$ cat src/rtl/hier_rsp_pkg.sv
// -----------------------------------------------------------------------------
// hier_rsp_pkg
// Shared types and helpers for hier_node_responder.
//   state_t   : responder FSM states
//   ERR_ID    : all-ones identifier returned when a child never answers
//               (only used when HIER_RSP_TIMEOUT_EN is defined)
//   pop_digit : extracts the lowest route digit from a path
// -----------------------------------------------------------------------------
package hier_rsp_pkg;

    typedef enum logic [2:0] {
        ST_IDLE  = 3'd0,
        ST_LOCAL = 3'd1,
        ST_FWD   = 3'd2,
        ST_WAIT  = 3'd3,
        ST_RSP   = 3'd4
    } state_t;

    // Upper bounds the helpers are sized for; instances slice down to ID_W / DIGIT_W.
    localparam int ID_W_MAX    = 64;
    localparam int DIGIT_W_MAX = 8;

    localparam logic [ID_W_MAX-1:0] ERR_ID = {ID_W_MAX{1'b1}};

    // Returns the lowest digit_w bits of the path (the next hop), zero-extended.
    function automatic logic [DIGIT_W_MAX-1:0] pop_digit(
        input logic [DIGIT_W_MAX-1:0] path_low,
        input int unsigned            digit_w
    );
        logic [DIGIT_W_MAX-1:0] mask;
        mask = (DIGIT_W_MAX'(1'b1) << digit_w) - DIGIT_W_MAX'(1'b1);
        return path_low & mask;
    endfunction

endpackage

$ cat src/rtl/hier_node_responder.sv
// -----------------------------------------------------------------------------
// hier_node_responder
// Enumeration responder/router for one node of a generated hierarchy.
// A request whose depth is zero is answered locally with NODE_ID; otherwise the
// lowest path digit selects a child, the request is forwarded with the path
// shifted down one digit and depth-1, and the child's response is relayed up.
// Instances chain: child-side dn_* ports connect to the up_* ports below.
//
// Ports
//   clk, rst_n                    clock, asynchronous active-low reset
//   up_req_valid/ready/path/depth request from parent
//   up_rsp_valid/ready/id/err     response to parent
//   dn_req_valid/ready            one-hot request handshake per child
//   dn_req_path/depth             forwarded route, shared by all children
//   dn_rsp_valid/ready/id/err     per-child response handshake and payload
//
// Optional build macro: HIER_RSP_TIMEOUT_EN adds parameter TIMEOUT_CYC and a
// watchdog that abandons a child after TIMEOUT_CYC cycles in FWD/WAIT and
// answers err=1, id=all-ones.
// -----------------------------------------------------------------------------
module hier_node_responder
    import hier_rsp_pkg::*;
#(
    parameter int              NUM_CHILDREN = 5,
    parameter int              DIGIT_W      = 3,
    parameter int              MAX_DEPTH    = 10,
    parameter int              ID_W         = 16,
    parameter logic [ID_W-1:0] NODE_ID      = {ID_W{1'b0}}
`ifdef HIER_RSP_TIMEOUT_EN
    ,
    parameter int              TIMEOUT_CYC  = 255
`endif
) (
    input  logic                              clk,
    input  logic                              rst_n,
    input  logic                              up_req_valid,
    output logic                              up_req_ready,
    input  logic [DIGIT_W*MAX_DEPTH-1:0]      up_req_path,
    input  logic [$clog2(MAX_DEPTH+1)-1:0]    up_req_depth,
    output logic                              up_rsp_valid,
    input  logic                              up_rsp_ready,
    output logic [ID_W-1:0]                   up_rsp_id,
    output logic                              up_rsp_err,
    output logic [NUM_CHILDREN-1:0]           dn_req_valid,
    input  logic [NUM_CHILDREN-1:0]           dn_req_ready,
    output logic [DIGIT_W*MAX_DEPTH-1:0]      dn_req_path,
    output logic [$clog2(MAX_DEPTH+1)-1:0]    dn_req_depth,
    input  logic [NUM_CHILDREN-1:0]           dn_rsp_valid,
    output logic [NUM_CHILDREN-1:0]           dn_rsp_ready,
    input  logic [NUM_CHILDREN*ID_W-1:0]      dn_rsp_id,
    input  logic [NUM_CHILDREN-1:0]           dn_rsp_err
);

    localparam int PATH_W  = DIGIT_W * MAX_DEPTH;
    localparam int DEPTH_W = $clog2(MAX_DEPTH + 1);
    localparam int SEL_W   = (NUM_CHILDREN > 1) ? $clog2(NUM_CHILDREN) : 1;

    state_t                  r_state,    w_state_nxt;
    logic [SEL_W-1:0]        r_sel,      w_sel_nxt;
    logic [PATH_W-1:0]       r_dn_path,  w_dn_path_nxt;
    logic [DEPTH_W-1:0]      r_dn_depth, w_dn_depth_nxt;
    logic [ID_W-1:0]         r_id,       w_id_nxt;
    logic                    r_err,      w_err_nxt;

    logic [DIGIT_W_MAX-1:0]  w_digit;
    logic [NUM_CHILDREN-1:0] w_sel_oh;
    logic [ID_W-1:0]         w_child_id;
    logic                    w_child_err;
    logic                    w_timeout;

    assign w_digit     = pop_digit(DIGIT_W_MAX'(up_req_path), unsigned'(DIGIT_W));
    assign w_sel_oh    = NUM_CHILDREN'(1'b1) << r_sel;
    assign w_child_id  = dn_rsp_id[r_sel*ID_W +: ID_W];
    assign w_child_err = dn_rsp_err[r_sel];

`ifdef HIER_RSP_TIMEOUT_EN
    localparam int TO_W = $clog2(TIMEOUT_CYC + 1);

    logic [TO_W-1:0] r_to_cnt;

    // Watchdog: counts cycles spent in FWD/WAIT; zero whenever the FSM is elsewhere.
    always_ff @(posedge clk or negedge rst_n) begin
        if (!rst_n) begin
            r_to_cnt <= {TO_W{1'b0}};
        end else if ((w_state_nxt == ST_FWD) || (w_state_nxt == ST_WAIT)) begin
            r_to_cnt <= r_to_cnt + TO_W'(1'b1);
        end else begin
            r_to_cnt <= {TO_W{1'b0}};
        end
    end

    assign w_timeout = (r_to_cnt == TO_W'(TIMEOUT_CYC));
`else
    assign w_timeout = 1'b0;
`endif

    // FSM and response/forwarding registers.
    always_ff @(posedge clk or negedge rst_n) begin
        if (!rst_n) begin
            r_state    <= ST_IDLE;
            r_sel      <= {SEL_W{1'b0}};
            r_dn_path  <= {PATH_W{1'b0}};
            r_dn_depth <= {DEPTH_W{1'b0}};
            r_id       <= {ID_W{1'b0}};
            r_err      <= 1'b0;
        end else begin
            r_state    <= w_state_nxt;
            r_sel      <= w_sel_nxt;
            r_dn_path  <= w_dn_path_nxt;
            r_dn_depth <= w_dn_depth_nxt;
            r_id       <= w_id_nxt;
            r_err      <= w_err_nxt;
        end
    end

    // Next-state and next-register logic; everything holds unless a branch updates it.
    always_comb begin
        w_state_nxt    = r_state;
        w_sel_nxt      = r_sel;
        w_dn_path_nxt  = r_dn_path;
        w_dn_depth_nxt = r_dn_depth;
        w_id_nxt       = r_id;
        w_err_nxt      = r_err;

        case (r_state)
            ST_IDLE: begin
                if (up_req_valid) begin
                    // The forwarded path/depth are precomputed here so the
                    // dn_* payload comes straight from registers.
                    w_dn_path_nxt = up_req_path >> DIGIT_W;
                    if (up_req_depth == {DEPTH_W{1'b0}}) begin
                        w_dn_depth_nxt = {DEPTH_W{1'b0}};
                        w_state_nxt    = ST_LOCAL;
                    end else if (up_req_depth > DEPTH_W'(MAX_DEPTH)) begin
                        w_dn_depth_nxt = up_req_depth - DEPTH_W'(1'b1);
                        w_id_nxt       = {ID_W{1'b0}};
                        w_err_nxt      = 1'b1;
                        w_state_nxt    = ST_RSP;
                    end else if (w_digit < DIGIT_W_MAX'(NUM_CHILDREN)) begin
                        w_dn_depth_nxt = up_req_depth - DEPTH_W'(1'b1);
                        w_sel_nxt      = w_digit[SEL_W-1:0];
                        w_state_nxt    = ST_FWD;
                    end else begin
                        w_dn_depth_nxt = up_req_depth - DEPTH_W'(1'b1);
                        w_id_nxt       = {ID_W{1'b0}};
                        w_err_nxt      = 1'b1;
                        w_state_nxt    = ST_RSP;
                    end
                end else begin
                    w_state_nxt = ST_IDLE;
                end
            end

            ST_LOCAL: begin
                w_id_nxt    = NODE_ID;
                w_err_nxt   = 1'b0;
                w_state_nxt = ST_RSP;
            end

            ST_FWD: begin
                // A real handshake wins over a watchdog expiry in the same cycle.
                if (dn_req_ready[r_sel]) begin
                    w_state_nxt = ST_WAIT;
                end else if (w_timeout) begin
                    w_id_nxt    = ERR_ID[ID_W-1:0];
                    w_err_nxt   = 1'b1;
                    w_state_nxt = ST_RSP;
                end else begin
                    w_state_nxt = ST_FWD;
                end
            end

            ST_WAIT: begin
                if (dn_rsp_valid[r_sel]) begin
                    w_id_nxt    = w_child_id;
                    w_err_nxt   = w_child_err;
                    w_state_nxt = ST_RSP;
                end else if (w_timeout) begin
                    w_id_nxt    = ERR_ID[ID_W-1:0];
                    w_err_nxt   = 1'b1;
                    w_state_nxt = ST_RSP;
                end else begin
                    w_state_nxt = ST_WAIT;
                end
            end

            ST_RSP: begin
                if (up_rsp_ready) begin
                    w_state_nxt = ST_IDLE;
                end else begin
                    w_state_nxt = ST_RSP;
                end
            end

            default: begin
                w_state_nxt = ST_IDLE;
            end
        endcase
    end

    // Outputs are decoded from registered state only, so they are glitch-free
    // and stable for the whole cycle.
    assign up_req_ready = (r_state == ST_IDLE);
    assign up_rsp_valid = (r_state == ST_RSP);
    assign up_rsp_id    = r_id;
    assign up_rsp_err   = r_err;
    assign dn_req_valid = (r_state == ST_FWD)  ? w_sel_oh : {NUM_CHILDREN{1'b0}};
    assign dn_rsp_ready = (r_state == ST_WAIT) ? w_sel_oh : {NUM_CHILDREN{1'b0}};
    assign dn_req_path  = r_dn_path;
    assign dn_req_depth = r_dn_depth;

endmodule

$ cat config.mk
export PLATFORM = sky130hd
export DESIGN_NAME = hier_node_responder
export DESIGN_NICKNAME = d
export VERILOG_FILES = /design/src/rtl/hier_rsp_pkg.sv /design/src/rtl/hier_node_responder.sv
export SDC_FILE = /design/constraint.sdc
export NUM_CORES = 1
export LEC_CHECK = 0
export CORE_ASPECT_RATIO = 1.5
export CORE_UTILIZATION = 33
export CTS_BUF_LIST = sky130_fd_sc_hd__clkbuf_4 sky130_fd_sc_hd__clkbuf_8 sky130_fd_sc_hd__clkbuf_16
export CTS_CLUSTER_SIZE = 40
export DETAILED_ROUTE_END_ITERATION = 12
export PLACE_DENSITY_LB_ADDON = 0.12
export SYNTH_ARGS = -nofsm -noshare
export SYNTH_HDL_FRONTEND = slang
export SYNTH_SLANG_ARGS = --single-unit
$ cat constraint.sdc
create_clock -name clk -period 2 [get_ports clk]
set_input_delay 0.4 -clock clk [delete_from_list [all_inputs] [get_ports clk]]
set_output_delay 0.4 -clock clk [all_outputs]
set_load 0.02 [all_outputs]
==> qor.txt <==
antenna violations before repair -> 0
setup_tns -> 0 ns
DR vias/cell -> 4.93
Num CTS Buffers -> 5
total global-route track usage -> 19.9%
average wire per standard cell -> 15.3 um
crit path cell chain -> clkdlybuf4s50_1 > nor4_4 > buf_4 > nand3b_1 > mux2_1
Simple-Gate Fraction of Synth Area -> 17.6%
core outline area -> 0.00852 mm2
global-route wire length before repair -> 14,200 um
sequential cell area -> 0.00135 mm2
total count of max-transition violations in the final report -> 0
fill cell count -> 702
via count of the first global-routing pass -> 3,022
path category of the worst min-delay check -> primary input to async pin
Post-CTS Hold Buffers -> 0
standard-cell row count -> 41
Critical Path End Type -> flop
area fraction in compound gates after synthesis -> 11.2%
effective utilization at floorplan -> 34.3%
worst setup skew after layout -> 0.00439 ns
final non-filler cell total -> 596
largest net degree at the start of global routing -> 33
post-synthesis share of cell area spent on xor and xnor gates -> 0.300%
Power per Cell Area -> 1200 mW/mm2
tightest slew margin relative to the limit -> 58.1%
share of synthesized cell area in full adder, half adder and majority cells -> 0%
TritonCTS clock tree -> built
Detailed Route Iter0 Violations -> 78
largest fanout on the critical path -> 5
total power -> 0.00651 W
die height -> 117 um
clk slew on worst S/H paths -> 0.07 ns
area growth from synthesis to layout -> 85.9%
global placer's final weighted congestion -> 0.809
number of nets with antenna violations after routing -> 0
Yosys warning total -> 0
slowest cell on the critical path -> sky130_fd_sc_hd__clkdlybuf4s50_1
final standard cell area without fillers -> 0.00543 mm2
proportion of synthesized area in mux cells -> 20.4%
result of the run -> finished, final reports clean
proportion of layout cells with a drive suffix above 1 -> 20.4%
number of setup violations in the final report -> 0
net count reported at finish -> 622
max capacitance violation total -> 0
achievable frequency -> 515 MHz
count of vias placed by the detailed router -> 2,939
RSZ-0062 raised after global routing -> false
Post-Synthesis Mean Instance Area -> 10.9 um2
count of different cell masters after synthesis -> 39
post-detailed-route DRC marker count -> 0
placed instance count -> 587
fin worst setup slack -> 0.0580 ns
post-route minimum period -> 1.94 ns
total inserted antenna cells -> 0
Clk Latency, worst-skew pair -> 0.28 ns
clk root buf -> sky130_fd_sc_hd__clkbuf_16
Critical Path AT -> 2.11 ns
CP startpoint kind -> primary input
Lkg Pwr -> 2.41 nW
endpoint required time on the critical path -> 2.17 ns
final-report hold violation count -> 0
DP HPWL -> 7190 um
sum of routed wire length over all layers -> 9110 um
main combinational cell family by area after synthesis -> multiplexers
gate count after technology mapping -> 269
worst slack at placement -> -0.383 ns
number of buffers on the longest clock path -> 2
CP peak stage delay -> 0.53 ns
Area after DPL -> 0.00524 mm2
number of port buffers -> 192
number of synthesized register bits -> 54
Worst Max-Slew Pin Slew -> 0.626 ns
worst-case vdd ir drop -> 0.665 mV
full die area -> 0.00924 mm2
DR pass1 iterations -> 4
final worst path period share -> 97.1%
Die X-Extent -> 78.8 um
H-Tree Depth -> 2
gr ovfl total -> 0
Top Ports -> 196
post-synthesis instance area -> 0.00292 mm2
WS Path Type -> primary input to flop
# clock sinks -> 54
multi-input gate area in the final layout -> 0.00156 mm2
sequential-to-total area share from yosys stat -> 46.3%
==> sequential cells by signal, indices dropped and copies added, names as in the netlist <==
register      cells
r_sel             3
dn_req_depth      4
dn_req_path      27
up_rsp_id        16
r_state           3
up_rsp_err        1
==> cell type report <==
| class | count | area share, % |
|---|---|---|
| Inverter | 4 | 0.276 |
| Multi-Input combinational cell | 194 | 28.8 |
| Sequential cell | 54 | 24.9 |
| Timing Repair Buffer | 230 | 40.4 |
| Clock inverter | 1 | 0.553 |
| Tap cell | 107 | 2.47 |
| Clock buffer | 6 | 2.56 |
==> layer usage <==
layer	vias up	wire [um]	global-route usage, %
met5	-	0	0
met2	112	5130	38.1
met4	0	127	5.94
met1	1411	3350	22.2
met3	10	502	3.41
li1	1406	-	-
==> path summary, 6_finish.rpt <==
check,cells after the start,slack (ns),start,endpoint
max,5,0.06,up_req_depth[1],r_sel[0]$_DFFE_PN0P_
min,1,0.09,rst_n,dn_req_path[4]$_DFFE_PN0P_
max reg2reg,4,0.07,r_sel[0]$_DFFE_PN0P_,up_rsp_err$_DFFE_PN0P_
min reg2reg,2,0.47,dn_req_path[3]$_DFFE_PN0P_,dn_req_path[3]$_DFFE_PN0P_
max in group asynchronous,2,1.35,rst_n,dn_req_path[12]$_DFFE_PN0P_
min in group clk,2,0.47,dn_req_path[3]$_DFFE_PN0P_,dn_req_path[3]$_DFFE_PN0P_
==> placed cells by master, fill, tap and decap left out, types with 2 or more instances in the layout <==
| cell type | Yosys | final |
|---|---|---|
| sky130_fd_sc_hd__mux4_2 | 19 | 19 |
| sky130_fd_sc_hd__clkdlybuf4s50_1 | 0 | 175 |
| sky130_fd_sc_hd__nor3_1 | 5 | 3 |
| sky130_fd_sc_hd__nor3_2 | 0 | 2 |
| sky130_fd_sc_hd__o2bb2ai_1 | 8 | 8 |
| sky130_fd_sc_hd__and3_4 | 0 | 2 |
| sky130_fd_sc_hd__nand2_1 | 89 | 88 |
| sky130_fd_sc_hd__a221o_1 | 2 | 2 |
| sky130_fd_sc_hd__conb_1 | 1 | 3 |
| sky130_fd_sc_hd__a21oi_1 | 3 | 3 |
| sky130_fd_sc_hd__o31ai_1 | 2 | 2 |
| sky130_fd_sc_hd__clkbuf_2 | 0 | 4 |
| sky130_fd_sc_hd__nor4b_2 | 0 | 3 |
| sky130_fd_sc_hd__dlymetal6s2s_1 | 0 | 4 |
| sky130_fd_sc_hd__clkbuf_16 | 0 | 5 |
| sky130_fd_sc_hd__nor2_1 | 4 | 4 |
| sky130_fd_sc_hd__inv_1 | 4 | 4 |
| sky130_fd_sc_hd__a211o_1 | 2 | 2 |
| sky130_fd_sc_hd__buf_12 | 0 | 3 |
| sky130_fd_sc_hd__mux2_4 | 9 | 9 |
| sky130_fd_sc_hd__a22oi_1 | 9 | 9 |
| sky130_fd_sc_hd__buf_2 | 5 | 7 |
| sky130_fd_sc_hd__mux2_1 | 3 | 3 |
| sky130_fd_sc_hd__dfrtp_1 | 54 | 53 |
| sky130_fd_sc_hd__nor3b_2 | 0 | 2 |
| sky130_fd_sc_hd__buf_4 | 4 | 36 |
| sky130_fd_sc_hd__nand3_1 | 3 | 3 |
| sky130_fd_sc_hd__a22o_1 | 8 | 8 |
| sky130_fd_sc_hd__nand3b_1 | 3 | 3 |
==> logic make-up (layout without fill, tap and decap cells) <==
logic type / after synthesis / after routing
AND/OR/NAND/NOR: 117 / 118
flip-flops: 54 / 54
multiplexers: 31 / 31
AO/OA/AOI/OAI: 41 / 41
buffers and inverters: 24 / 241
other: 1 / 3
XOR/XNOR: 1 / 1
==> through the flow <==
stage | util, % | hold slack (ns)
after floorplan | - | 0.104
after global placement | 61.5 | 0.402
after CTS | 63.2 | 0.108
after global routing | 63.8 | 0.140
after detailed placement | 61.5 | 0.414
final | 63.8 | 0.0929
==> critical path: cells and delay by family <==
family | cells | cell delay [ns]
muxes | 1 | 0.35
buffers and inverters | 2 | 0.73
and+or+nand+nor | 2 | 0.62
==> repair_timing <==
item | CTS | global route
endpoints found under the setup margin | 21 | 24
resized for setup | 39 | 25
cloned | 0 | 1
buffers inserted | 0 | 2
pin swaps | 1 | 2
==> synthesized netlist by cell type, drive strengths merged <==
cell type,number,share of area [%]
a22o,8,2.4
clkbuf,9,1.2
a31oi,1,0.21
nor4b,3,0.90
o21ai,1,0.17
nand2b,1,0.21
xnor2,1,0.30
mux4,19,15
conb,1,0.13
nor3b,3,0.77
o41ai,1,0.30
o311ai,1,0.30
nand2,89,11
a211o,2,0.60
and2,1,0.21
mux2,12,5.8
nor2,4,0.51
a22oi,9,2.3
nand3b,3,0.77
nor4,3,0.86
a221o,2,0.69
nor4bb,1,0.34
nand3,3,0.51
a21o,1,0.26
o31ai,2,0.51
dfrtp,54,46
nor3,5,0.86
o2bb2ai,8,2.4
buf,11,2.4
and3,1,0.21
inv,4,0.51
o21bai,1,0.26
o21a,1,0.26
a21oi,3,0.51
==> power breakdown <==
| group | internal [W] | switching (W) | total, W | leakage [nW] |
|---|---|---|---|---|
| Clock | 0.000618 | 0.000363 | 0.000981 | 0.0829 |
| Combinational | 0.00198 | 0.00181 | 0.00379 | 1.64 |
| Sequential | 0.00150 | 0.000235 | 0.00174 | 0.689 |
No activity file was read; power rests on OpenSTA's default activity.
